### src/rtl/llc_way_select_pipe_pkg.sv
// Shared state encodings, selection result type and rotated priority search
// used by the LLC way-select pipeline.
package llc_pipe_pkg;

    // Upper bound on WAYS supported by the rotated search below.
    localparam int MAX_WAYS     = 64;
    localparam int MAX_WAY_BITS = 6;

    localparam logic [2:0] ST_INVALID = 3'd0;
    localparam logic [2:0] ST_VALID   = 3'd1;
    localparam logic [2:0] ST_SHARED  = 3'd2;
    localparam logic [2:0] ST_SD      = 3'd3;

    typedef struct packed {
        logic [MAX_WAY_BITS-1:0] way;
        logic                    hit;
        logic                    evict;
        logic                    no_way;
    } llc_way_sel_t;

    // First set bit of vec visiting (start + k) mod ways; idx = start when none is set.
    function automatic logic rot_first(input  logic [MAX_WAYS-1:0] vec,
                                       input  int                  start,
                                       input  int                  ways,
                                       output int                  idx);
        logic found;
        int   pos;
        found = 1'b0;
        idx   = start;
        pos   = 0;
        for (int k = 0; k < MAX_WAYS; k++) begin
            pos = (start + k) & (ways - 1);
            if (!found && (k < ways) && vec[MAX_WAY_BITS'(pos)]) begin
                found = 1'b1;
                idx   = pos;
            end
        end
        return found;
    endfunction

endpackage

### src/rtl/llc_way_select_pipe_if.sv
// Request/response bus of the LLC way-select pipeline: the SRAM read stage
// drives requests, the LLC main controller consumes responses.
interface llc_way_select_pipe_if #(
    parameter int WAYS       = 16,
    parameter int WAY_BITS   = $clog2(WAYS),
    parameter int TAG_BITS   = 20,
    parameter int STATE_BITS = 3,
    parameter int ID_BITS    = 4
);
    logic                       req_valid;
    logic                       req_ready;
    logic [TAG_BITS-1:0]        req_tag;
    logic [WAYS*TAG_BITS-1:0]   req_tags;
    logic [WAYS*STATE_BITS-1:0] req_states;
    logic [WAY_BITS-1:0]        req_evict_start;
    logic [WAYS-1:0]            req_lock_mask;
    logic [ID_BITS-1:0]         req_id;
    logic                       resp_valid;
    logic                       resp_ready;
    logic [WAY_BITS-1:0]        resp_way;
    logic                       resp_hit;
    logic                       resp_evict;
    logic                       resp_no_way;
    logic [ID_BITS-1:0]         resp_id;

    modport master (
        output req_valid, req_tag, req_tags, req_states, req_evict_start,
               req_lock_mask, req_id, resp_ready,
        input  req_ready, resp_valid, resp_way, resp_hit, resp_evict,
               resp_no_way, resp_id
    );

    modport slave (
        input  req_valid, req_tag, req_tags, req_states, req_evict_start,
               req_lock_mask, req_id, resp_ready,
        output req_ready, resp_valid, resp_way, resp_hit, resp_evict,
               resp_no_way, resp_id
    );
endinterface

### src/rtl/llc_way_select_pipe_rot_prio_enc.sv
// Rotated priority encoder: first set bit of vec scanning upward from start
// with wrap-around.
module llc_rot_prio_enc
    import llc_pipe_pkg::*;
#(
    parameter int WAYS     = 16,
    parameter int WAY_BITS = $clog2(WAYS)
) (
    input  logic [WAYS-1:0]     vec,
    input  logic [WAY_BITS-1:0] start,
    output logic [WAY_BITS-1:0] idx,
    output logic                found
);

    int idx_s;

    always_comb begin
        idx_s = 0;
        found = rot_first(MAX_WAYS'(vec), int'(start), WAYS, idx_s);
        idx   = WAY_BITS'(idx_s);
    end

endmodule

### src/rtl/llc_way_select_pipe.sv
// Two-stage way selection for the LLC: S1 classifies every way of the set,
// S2 picks hit / empty / victim / none and holds the response.
module llc_way_select_pipe
    import llc_pipe_pkg::*;
#(
    parameter int WAYS       = 16,
    parameter int WAY_BITS   = $clog2(WAYS),
    parameter int TAG_BITS   = 20,
    parameter int STATE_BITS = 3,
    parameter int ID_BITS    = 4
) (
    input  logic                 clk,
    input  logic                 rst,
    input  logic                 flush,
    llc_way_select_pipe_if.slave bus
);

    logic                  s2_load_s, s1_load_s, accept_s;
    logic [TAG_BITS-1:0]   way_tag_s;
    logic [STATE_BITS-1:0] way_state_s;
    logic [WAYS-1:0]       hit_s, empty_s, vvalid_s, nsd_s, free_s;

    logic                  s1_valid_r;
    logic [WAYS-1:0]       s1_hit_r, s1_empty_r, s1_vvalid_r, s1_nsd_r, s1_free_r;
    logic [WAY_BITS-1:0]   s1_start_r;
    logic [ID_BITS-1:0]    s1_id_r;

    logic                  any_hit_s, low_found_s;
    logic [WAYS-1:0]       low_vec_s;
    logic [WAY_BITS-1:0]   low_idx_s, vv_idx_s, nsd_idx_s, free_idx_s;
    logic                  vv_found_s, nsd_found_s, free_found_s;
    llc_way_sel_t          sel_s;

    logic                  s2_valid_r;
    llc_way_sel_t          s2_sel_r;
    logic [ID_BITS-1:0]    s2_id_r;

    // A stage advances when the stage after it is empty or is itself advancing.
    always_comb begin
        s2_load_s = !s2_valid_r || bus.resp_ready;
        s1_load_s = !s1_valid_r || s2_load_s;
        accept_s  = bus.req_valid && s1_load_s && !flush;
    end

    assign bus.req_ready = s1_load_s && !flush;

    // Per-way classification of the incoming set.
    always_comb begin
        hit_s       = '0;
        empty_s     = '0;
        vvalid_s    = '0;
        nsd_s       = '0;
        free_s      = '0;
        way_tag_s   = '0;
        way_state_s = '0;
        for (int i = 0; i < WAYS; i++) begin
            way_tag_s   = bus.req_tags[i*TAG_BITS +: TAG_BITS];
            way_state_s = bus.req_states[i*STATE_BITS +: STATE_BITS];
            hit_s[i]    = (way_tag_s == bus.req_tag) &&
                          (way_state_s != STATE_BITS'(ST_INVALID));
            empty_s[i]  = (way_state_s == STATE_BITS'(ST_INVALID)) && !bus.req_lock_mask[i];
            vvalid_s[i] = (way_state_s == STATE_BITS'(ST_VALID)) && !bus.req_lock_mask[i];
            nsd_s[i]    = (way_state_s != STATE_BITS'(ST_SD)) && !bus.req_lock_mask[i];
            free_s[i]   = !bus.req_lock_mask[i];
        end
    end

    // S1 register: holds its contents while the downstream stage is stalled.
    always_ff @(posedge clk or negedge rst) begin
        if (!rst) begin
            s1_valid_r  <= 1'b0;
            s1_hit_r    <= '0;
            s1_empty_r  <= '0;
            s1_vvalid_r <= '0;
            s1_nsd_r    <= '0;
            s1_free_r   <= '0;
            s1_start_r  <= '0;
            s1_id_r     <= '0;
        end else if (flush) begin
            s1_valid_r <= 1'b0;
        end else if (s1_load_s) begin
            s1_valid_r <= accept_s;
            if (accept_s) begin
                s1_hit_r    <= hit_s;
                s1_empty_r  <= empty_s;
                s1_vvalid_r <= vvalid_s;
                s1_nsd_r    <= nsd_s;
                s1_free_r   <= free_s;
                s1_start_r  <= bus.req_evict_start;
                s1_id_r     <= bus.req_id;
            end
        end
    end

    // Hit and empty share one lowest-index encoder since hit always wins.
    always_comb begin
        any_hit_s   = |s1_hit_r;
        low_vec_s   = any_hit_s ? s1_hit_r : s1_empty_r;
        low_found_s = |low_vec_s;
        low_idx_s   = '0;
        for (int i = WAYS - 1; i >= 0; i--) begin
            low_idx_s = low_vec_s[i] ? WAY_BITS'(i) : low_idx_s;
        end
    end

    llc_rot_prio_enc #(.WAYS(WAYS), .WAY_BITS(WAY_BITS)) u_enc_vvalid (
        .vec(s1_vvalid_r), .start(s1_start_r), .idx(vv_idx_s), .found(vv_found_s)
    );

    llc_rot_prio_enc #(.WAYS(WAYS), .WAY_BITS(WAY_BITS)) u_enc_nsd (
        .vec(s1_nsd_r), .start(s1_start_r), .idx(nsd_idx_s), .found(nsd_found_s)
    );

    llc_rot_prio_enc #(.WAYS(WAYS), .WAY_BITS(WAY_BITS)) u_enc_free (
        .vec(s1_free_r), .start(s1_start_r), .idx(free_idx_s), .found(free_found_s)
    );

    // Victim preference: clean VALID, then anything not SD, then any unlocked way.
    always_comb begin
        sel_s = '0;
        if (low_found_s) begin
            sel_s.way = MAX_WAY_BITS'(low_idx_s);
            sel_s.hit = any_hit_s;
        end else if (vv_found_s) begin
            sel_s.way   = MAX_WAY_BITS'(vv_idx_s);
            sel_s.evict = 1'b1;
        end else if (nsd_found_s) begin
            sel_s.way   = MAX_WAY_BITS'(nsd_idx_s);
            sel_s.evict = 1'b1;
        end else if (free_found_s) begin
            sel_s.way   = MAX_WAY_BITS'(free_idx_s);
            sel_s.evict = 1'b1;
        end else begin
            sel_s.way    = MAX_WAY_BITS'(s1_start_r);
            sel_s.no_way = 1'b1;
        end
    end

    // S2 register: the response stays frozen until the consumer takes it.
    always_ff @(posedge clk or negedge rst) begin
        if (!rst) begin
            s2_valid_r <= 1'b0;
            s2_sel_r   <= '0;
            s2_id_r    <= '0;
        end else if (flush) begin
            s2_valid_r <= 1'b0;
        end else if (s2_load_s) begin
            s2_valid_r <= s1_valid_r;
            if (s1_valid_r) begin
                s2_sel_r <= sel_s;
                s2_id_r  <= s1_id_r;
            end
        end
    end

    assign bus.resp_valid  = s2_valid_r;
    assign bus.resp_way    = WAY_BITS'(s2_sel_r.way);
    assign bus.resp_hit    = s2_sel_r.hit;
    assign bus.resp_evict  = s2_sel_r.evict;
    assign bus.resp_no_way = s2_sel_r.no_way;
    assign bus.resp_id     = s2_id_r;

endmodule

### src/flat_wrapper.sv
// flat-port wrapper written by rule: the top's interface ports become plain ports
module llc_way_select_pipe_flat import llc_pipe_pkg::*;
#(
    parameter int WAYS       = 16,
    parameter int WAY_BITS   = $clog2(WAYS),
    parameter int TAG_BITS   = 20,
    parameter int STATE_BITS = 3,
    parameter int ID_BITS    = 4
)
  (clk, rst, flush, bus_req_valid, bus_req_tag, bus_req_tags, bus_req_states, bus_req_evict_start, bus_req_lock_mask, bus_req_id, bus_resp_ready, bus_req_ready, bus_resp_valid, bus_resp_way, bus_resp_hit, bus_resp_evict, bus_resp_no_way, bus_resp_id);
  llc_way_select_pipe_if #(.WAYS(WAYS), .WAY_BITS(WAY_BITS), .TAG_BITS(TAG_BITS), .STATE_BITS(STATE_BITS), .ID_BITS(ID_BITS)) bus_i ();
  input  logic clk;
  input  logic rst;
  input  logic flush;
  input wire logic [$bits(bus_i.req_valid)-1:0] bus_req_valid;
  input wire logic [$bits(bus_i.req_tag)-1:0] bus_req_tag;
  input wire logic [$bits(bus_i.req_tags)-1:0] bus_req_tags;
  input wire logic [$bits(bus_i.req_states)-1:0] bus_req_states;
  input wire logic [$bits(bus_i.req_evict_start)-1:0] bus_req_evict_start;
  input wire logic [$bits(bus_i.req_lock_mask)-1:0] bus_req_lock_mask;
  input wire logic [$bits(bus_i.req_id)-1:0] bus_req_id;
  input wire logic [$bits(bus_i.resp_ready)-1:0] bus_resp_ready;
  output wire logic [$bits(bus_i.req_ready)-1:0] bus_req_ready;
  output wire logic [$bits(bus_i.resp_valid)-1:0] bus_resp_valid;
  output wire logic [$bits(bus_i.resp_way)-1:0] bus_resp_way;
  output wire logic [$bits(bus_i.resp_hit)-1:0] bus_resp_hit;
  output wire logic [$bits(bus_i.resp_evict)-1:0] bus_resp_evict;
  output wire logic [$bits(bus_i.resp_no_way)-1:0] bus_resp_no_way;
  output wire logic [$bits(bus_i.resp_id)-1:0] bus_resp_id;
  assign bus_i.req_valid = bus_req_valid;
  assign bus_i.req_tag = bus_req_tag;
  assign bus_i.req_tags = bus_req_tags;
  assign bus_i.req_states = bus_req_states;
  assign bus_i.req_evict_start = bus_req_evict_start;
  assign bus_i.req_lock_mask = bus_req_lock_mask;
  assign bus_i.req_id = bus_req_id;
  assign bus_i.resp_ready = bus_resp_ready;
  assign bus_req_ready = bus_i.req_ready;
  assign bus_resp_valid = bus_i.resp_valid;
  assign bus_resp_way = bus_i.resp_way;
  assign bus_resp_hit = bus_i.resp_hit;
  assign bus_resp_evict = bus_i.resp_evict;
  assign bus_resp_no_way = bus_i.resp_no_way;
  assign bus_resp_id = bus_i.resp_id;
  llc_way_select_pipe #(.WAYS(WAYS), .WAY_BITS(WAY_BITS), .TAG_BITS(TAG_BITS), .STATE_BITS(STATE_BITS), .ID_BITS(ID_BITS)) u_core (.clk(clk), .rst(rst), .flush(flush), .bus(bus_i));
endmodule
### config.mk
export PLATFORM = sky130hd
export DESIGN_NAME = llc_way_select_pipe_flat
export DESIGN_NICKNAME = d
export VERILOG_FILES = /design/src/rtl/llc_way_select_pipe_pkg.sv /design/src/rtl/llc_way_select_pipe_if.sv /design/src/rtl/llc_way_select_pipe_rot_prio_enc.sv /design/src/rtl/llc_way_select_pipe.sv /design/src/flat_wrapper.sv
export SDC_FILE = /design/constraint.sdc
export NUM_CORES = 1
export LEC_CHECK = 0
export ABC_AREA = 1
export ABC_CLOCK_PERIOD_IN_PS = 4400
export BUFFER_PORTS_ARGS = -buffer_cell sky130_fd_sc_hd__buf_4
export CAP_MARGIN = 20
export CORE_MARGIN = 3
export CORE_UTILIZATION = 54
export CTS_BUF_LIST = sky130_fd_sc_hd__clkbuf_8 sky130_fd_sc_hd__clkbuf_16
export DETAILED_ROUTE_END_ITERATION = 7
export PLACE_DENSITY = 0.89
export SETUP_SLACK_MARGIN = 0.2
export SLEW_MARGIN = 10
export SYNTH_ARGS = -nofsm -noshare
export SYNTH_HDL_FRONTEND = slang
export SYNTH_HIERARCHICAL = 1
export SYNTH_SLANG_ARGS = --single-unit
### constraint.sdc
create_clock -name clk -period 4.4 [get_ports clk]
set_input_delay 0.88 -clock clk [delete_from_list [all_inputs] [get_ports clk]]
set_output_delay 0.88 -clock clk [all_outputs]
set_load 0.02 [all_outputs]
=== Word-level counts from Yosys, hierarchy flattened ===
Cells that the tools add are included.

* Add/sub/neg operators: 15
* Bitwise operators: 1
* Equal/unequal tests: 48
* Magnitude comparators: 16
* Reduce and logical (&&, ||, !) cells: 216
* Muxes and demuxes: 222

{| class="wikitable"
|+ Operators by type and width
! cell !! number
|-
| 20-bit == test || 16
|-
| 4-bit two-way mux || 65
|-
| 1-bit binary-select mux with 4-bit select || 48
|-
| 1-bit logical AND || 112
|-
| 4-bit by 7-bit less-than comparator with 1-bit output (second input constant) || 16
|-
| 1-bit two-way mux || 107
|-
| 1-bit zero test || 64
|-
| 3-bit by 1-bit == test with 1-bit output (second input constant) || 16
|-
| 3-bit zero test || 16
|-
| 3-bit by 2-bit inequality test with 1-bit output (second input constant) || 16
|-
| 3-bit nonzero test || 16
|-
| 4-bit adder (second input constant) || 8
|-
| 16-bit OR reduction || 2
|-
| 4-bit by 3-bit adder with 4-bit output (second input constant) || 4
|-
| 16-bit two-way mux || 1
|-
| 4-bit by 2-bit adder with 4-bit output (second input constant) || 2
|-
| 3-bit AND reduction || 2
|-
| 4-bit by 1-bit adder with 4-bit output (second input constant) || 1
|-
| 2-bit nonzero test || 2
|-
| 1-bit logical OR || 2
|-
| 2-bit two-way mux || 1
|-
| 1-bit NOT || 1
|}

* Output and inout port bits: 13
* Flip-flop bits (word level): 101
* Logic and storage cells: 532
* Bits of input ports: 417

=== Longest topological paths before layout ===
* Depth in word-level cells: 52
* Gate-level depth with buffers: 32
* Depth with buffers taken out: 30

=== Hierarchy ===
Netlist, hierarchy kept.

{| class="wikitable"
|+ By module, submodules not included
! module !! cells each !! instances !! area an instance (um2)
|-
| llc_way_select_pipe || 1,178 || 1 || 8,615.8
|-
| llc_rot_prio_enc || 362 || 3 || 1,767.9
|}

=== Worst setup path before layout ===
No wires, ideal clock.

* Kind: reg2reg
* Start: register u_core.s1_start_r[1]
* End: register u_core.s2_sel_r, in the netlist u_core/bus.resp_way[0]
* Data arrival time: 3.901 ns
* Path slack: 0.426 ns
* Data required time: 4.327 ns
* Setup time: 0.073 ns
* Stages on the path, launching flop included: 28
* Path through: dfrtp_1 > inv_1 > buf_2 > ha_1 > inv_1 > buf_2 > nand3_1 > nand3_1 > nand3_1 > nand2_1 > nand3_2 > nor3_4 > nand3_2 > nor2_4 > nand4_2 > nor2_2 > nand2_1 > nor2_4 > nand2_2 > nor2_4 > nor2_1 > xor2_1 > nand2_1 > nand2_1 > a21oi_1 > o41ai_2 > inv_1 > a21oi_2

* Longest elaborated chain between the ends: 52

{| class="wikitable"
|+ RTL lines
! element !! line !! source
|-
| from (decl) || llc_way_select_pipe.sv:25 || <nowiki>logic [WAY_BITS-1:0] s1_start_r;</nowiki>
|-
| from (signal assigned) || llc_way_select_pipe.sv:89 || <nowiki>s1_start_r <= bus.req_evict_start;</nowiki>
|-
| parallel branches: the longest is 47 deep, another holds 4-bit by 1-bit adder with 4-bit output || - ||
|-
| 4-bit two-way mux (*) || llc_way_select_pipe_pkg.sv:33 || <nowiki>if (!found && (k < ways) && vec[MAX_WAY_BITS'(pos)]) begin</nowiki>
|-
| via u_core.free_idx_s[0] || llc_way_select_pipe.sv:30 || <nowiki>logic [WAY_BITS-1:0] low_idx_s, vv_idx_s, nsd_idx_s, free_idx_s;</nowiki>
|-
| 4-bit two-way mux (*) || llc_way_select_pipe.sv:130 || <nowiki>end else if (free_found_s) begin</nowiki>
|-
| 4-bit two-way mux (*) || llc_way_select_pipe.sv:127 || <nowiki>end else if (nsd_found_s) begin</nowiki>
|-
| 4-bit two-way mux (*) || llc_way_select_pipe.sv:124 || <nowiki>end else if (vv_found_s) begin</nowiki>
|-
| 4-bit two-way mux (*) || llc_way_select_pipe.sv:121 || <nowiki>if (low_found_s) begin</nowiki>
|-
| to (signal assigned) || llc_way_select_pipe.sv:150 || <nowiki>s2_sel_r <= sel_s;</nowiki>
|-
| to (decl) || llc_way_select_pipe.sv:35 || <nowiki>llc_way_sel_t s2_sel_r;</nowiki>
|}

Mark *: on every way through the listed nets, which the timed path passes. The select of a mux whose other input is x is not followed.
A chain may end at the register's enable or synchronous reset.

=== Final worst setup path ===
* Start: register u_core.s1_start_r[1]
* End: register u_core.s2_sel_r, in the netlist u_core/bus.resp_way[2]

{| class="wikitable"
|+ RTL lines
! element !! line
|-
| parallel branches: the longest is 47 deep, another holds 4-bit by 1-bit adder with 4-bit output || -
|-
| 4-bit two-way mux (*) || llc_way_select_pipe_pkg.sv:33
|-
| via u_core.vv_idx_s[2] || llc_way_select_pipe.sv:30
|-
| 4-bit two-way mux (*) || llc_way_select_pipe.sv:124
|-
| 4-bit two-way mux (*) || llc_way_select_pipe.sv:121
|}

Marks and branches as above.

==> qor.yml <==
routing:
  vias_per_cell: 6.05
  initialDrtViolationCount: 2502
  drc_errors: 2
  totalWireLength_um: 68400
  wl_per_cell_um: 22.4
  firstDrtPassIters: 8
  vias: 18500
  ant_nets: 0
synthesis:
  synth_top_family_by_area: "simple AND/OR/NAND/NOR gates"
  synth_largest_area_cell: "dfrtp_1"
  yosys_warnings: 6
  synth-compound-area-share: 0.108
  synthCells: 2264
  async_reset_ff_frac: 1.00
  ys_types: 53
  synthXorXnorAreaFrac: 0.158
  yosys-top-cells-area: "dfrtp_1 18%, nand2_1 17%, nand3_1 11%, xnor2_1 7.4%, xor2_1 7.1%"
  synth_edf_count: 0
  syn-num-nets: 2702
  synth_fa_ha_area_frac: 0.0189
  syn_area_mm2: 0.0139
  synth-simple-area-share: 0.439
  synth_top_area_frac: 0.182
  avgSynthCellArea_um2: 6.15
  synth.mux.area_fraction: 0
  yosysSeqAreaShare: 0.182
  synth_ff_type: "dfrtp_1"
  ys_seq_elements: 101
timing:
  drv_slew: 0
  tightest_slew_ps: 1110
  fin_setup_tns_ps: 0
  grt_setup_unrepaired: "yes"
  finalSetupViolCount: 0
  clock.fmax_mhz: 244
  finalCritPeriodShare: 0.932
  slew_headroom: 0.253
  setup_ws_ps: 298
  clock_skew_ps: 7.83
  period_needed_ps: 4100
  hold_viol: 0
die:
  die_h_um: 167
  fp.coreArea_mm2: 0.0253
  rows: 58
  dieWidth_um: 167
  fp.dieArea_mm2: 0.0277
  io_pins: 430
  initial_core_util: 0.551
critical_path:
  max_stage_delay_ps: 440
  cp_cell_sequence: "buf_12 -> inv_1 -> buf_6 -> ha_4 -> clkinvlp_4 -> nand3_1 -> nand3_1 -> nand2_2 -> nand3_2 -> nor3_4 -> nand3_4 -> nor2_4 -> nand4_4 -> nor2_4 -> nand2_1 -> nor2_4 -> nand2_2 -> nor2_4 -> buf_4 -> nor2_1 -> a21oi_1 -> o22ai_1 -> nand3b_1 -> a21oi_1"
  crit_slowest_cell: "dfrtp_2"
  worst_ep_arrival_time_ps: 4390
  crit_family: "simple AND/OR/NAND/NOR gates"
  cp_max_fo: 13
  crit_path_start_kind: "flop"
  critPathKind: "reg -> reg"
  end_kind: "flop"
  crit_top_cell: "nor2_4"
  critPathBufInv: 5
  crit_required_ps: 4690
global_routing:
  track_usage: 0.457
  overflow: 0
  grt_pass1_vias: 17100
  antenna_found_initial: 5
  grt_first_pass_wirelength_um: 98700
  grt_max_degree: 65
cts:
  cts_root_buffer: "clkbuf_16"
  cts_buffers: 9
  clock-sinks: 101
  tritoncts: "yes"
  clkLatencyLatePin_ps: 370
  cts_max_level: 3
  ctsHoldBuffers: 0
  path_clk_slew_ps: 80
  clockBufferDepth: 2
cells_and_area:
  drive_gt1_frac: 0.271
  stdcell_count: 3052
  nNetsFinal: 3149
  syn2layout_area_growth_pct: 33.7
outcome:
  violations: "DRC"
  status: "complete, but fails checks"
power_and_ir_drop:
  p_int_mw: 3.10
  p_clk_frac: 0.159
  powerDensity_mw_per_mm2: 330
  seqPwrFrac: 0.181
  switching_power_mw: 3.05
  pwr-share-comb: 0.660
  ir_drop_uv: 233
  sw_frac_of_total: 0.496
  leakage_nw: 9.29
flow_run:
  cap_violations: 0
hold_path:
  holdCritPathClass: "in -> async"
placement:
  placed_cells: 2983
  io_buffer_count: 429
  dp_hpwl_um: 55000
  preCtsSetupSlack_ps: 262
  routabilityCongestion: 1.13
## repair_timing
| item | 4_1_cts | 5_1_grt |
|---|---|---|
| endpoints found under the setup margin | 0 | 5 |
| gates resized for setup | 0 | 86 |
| setup buffers | 0 | 45 |
| hold endpoints to repair | 0 | 0 |
## placed cells by master (no fill, tap or decap), drive strengths merged, types with 6 or more instances in the layout
| cell type | n |
|---|---|
| nand2 | 650 |
| buf | 517 |
| nand3 | 309 |
| inv | 230 |
| nor2 | 179 |
| xnor2 | 120 |
| xor2 | 119 |
| dfrtp | 101 |
| o21ai | 101 |
| or2 | 75 |
| a21oi | 55 |
| nand4 | 48 |
| nor4 | 34 |
| nor3 | 29 |
| o41ai | 24 |
| ha | 21 |
| o22ai | 14 |
| o211ai | 13 |
| clkbuf | 10 |
| nor3b | 8 |
| diode | 6 |
| o2111ai | 6 |
| clkinv | 6 |
## Yosys cell counts, types with 4 or more instances
cell and n:
a21oi_1 52, a221oi_1 5, a31oi_1 5, a32o_1 5, buf_2 38, buf_4 9
buf_6 4, clkbuf_1 30, clkinv_1 5, dfrtp_1 101, ha_1 21, inv_1 211
inv_2 19, nand2_1 638, nand2_2 11, nand3_1 303, nand3_2 6, nand4_1 45
nor2_1 162, nor2_2 6, nor2_4 11, nor3_1 26, nor3b_1 8, nor4_1 34
o2111ai_1 6, o211ai_1 13, o21ai_0 98, o22ai_1 14, o31ai_1 4, o41ai_1 23
or2_2 75, xnor2_1 117, xor2_1 113, xor2_2 6
## cell families (layout without fill, tap and decap cells)
family,Yosys count,count (layout)
simple gates,1339,1339
buf+inv,319,771
compound gates,245,245
xor+xnor,239,239
flops,101,101
fa+ha+maj,21,21
other cells,0,6
## worst paths after layout
check | depth (start not counted) | slack, ps | from | endpoint
min in group clk | 2 | 490 | u_core/s1_empty_r[9]$_DFFE_PN0P_ | u_core/s1_empty_r[9]$_DFFE_PN0P_
worst max-delay path | 24 | 300 | u_core/s1_start_r[1]$_DFFE_PN0P_ | u_core/bus.resp_way[2]$_DFFE_PN0P_
worst min-delay path | 1 | 490 | rst | u_core/s1_vvalid_r[9]$_DFFE_PN0P_
max in group asynchronous | 2 | 3030 | rst | u_core/s1_nsd_r[6]$_DFFE_PN0P_
worst min register to register | 2 | 490 | u_core/s1_empty_r[9]$_DFFE_PN0P_ | u_core/s1_empty_r[9]$_DFFE_PN0P_
worst max register to register | 24 | 300 | u_core/s1_start_r[1]$_DFFE_PN0P_ | u_core/bus.resp_way[2]$_DFFE_PN0P_
## registers in the layout, summed over array words and instances (netlist names)
register / flops
u_core/bus.resp_evict: 1
u_core/bus.resp_hit: 1
u_core/bus.resp_id: 4
u_core/bus.resp_no_way: 1
u_core/bus.resp_valid: 1
u_core/bus.resp_way: 4
u_core/s1_empty_r: 16
u_core/s1_free_r: 16
u_core/s1_hit_r: 16
u_core/s1_id_r: 4
u_core/s1_nsd_r: 16
u_core/s1_start_r: 4
u_core/s1_valid_r: 1
u_core/s1_vvalid_r: 16
## area by class of cell
class                           count  area, um2
Fill cell                        2085       6640
Timing Repair inverter              1       5.00
Antenna cell                        6       15.0
Inverter                          236        908
Clock buffer                        9        225
Tap cell                          330        413
Clock inverter                      7        128
Sequential cell                   101       2530
Timing Repair Buffer              518       4000
Multi-Input combinational cell   1844      10400
## power groups by stage
stage          clock network (mW)  logic [mW]  registers, mW
6_report                    0.978        4.06           1.11
5_1_grt                      1.02        4.40           1.12
4_1_cts                     0.981        3.59           1.10
3_5_place_dp                    0        3.57           1.12
3_3_place_gp                    0        3.53           1.12
2_1_floorplan                   0        2.32           1.13
## layer usage
layer  vias up  track usage  wire length, um
met5         -            0                0
met4         0        0.271             5310
met3       312        0.129             8470
met2      1430        0.721            30200
met1      8409        0.556            24500
li1       8321            -                -
## metrics by stage
step	hold slack [ps]	power (mW)	instance area (um2)	util
after global placement	455	4.65	17500	0.693
final	490	6.15	18600	0.737
after global routing	516	6.53	18600	0.737
after floorplan	442	3.45	13900	-
after CTS	492	5.68	17800	0.707
after detailed placement	473	4.69	17500	0.693
Power figures use the tool's default switching activity.
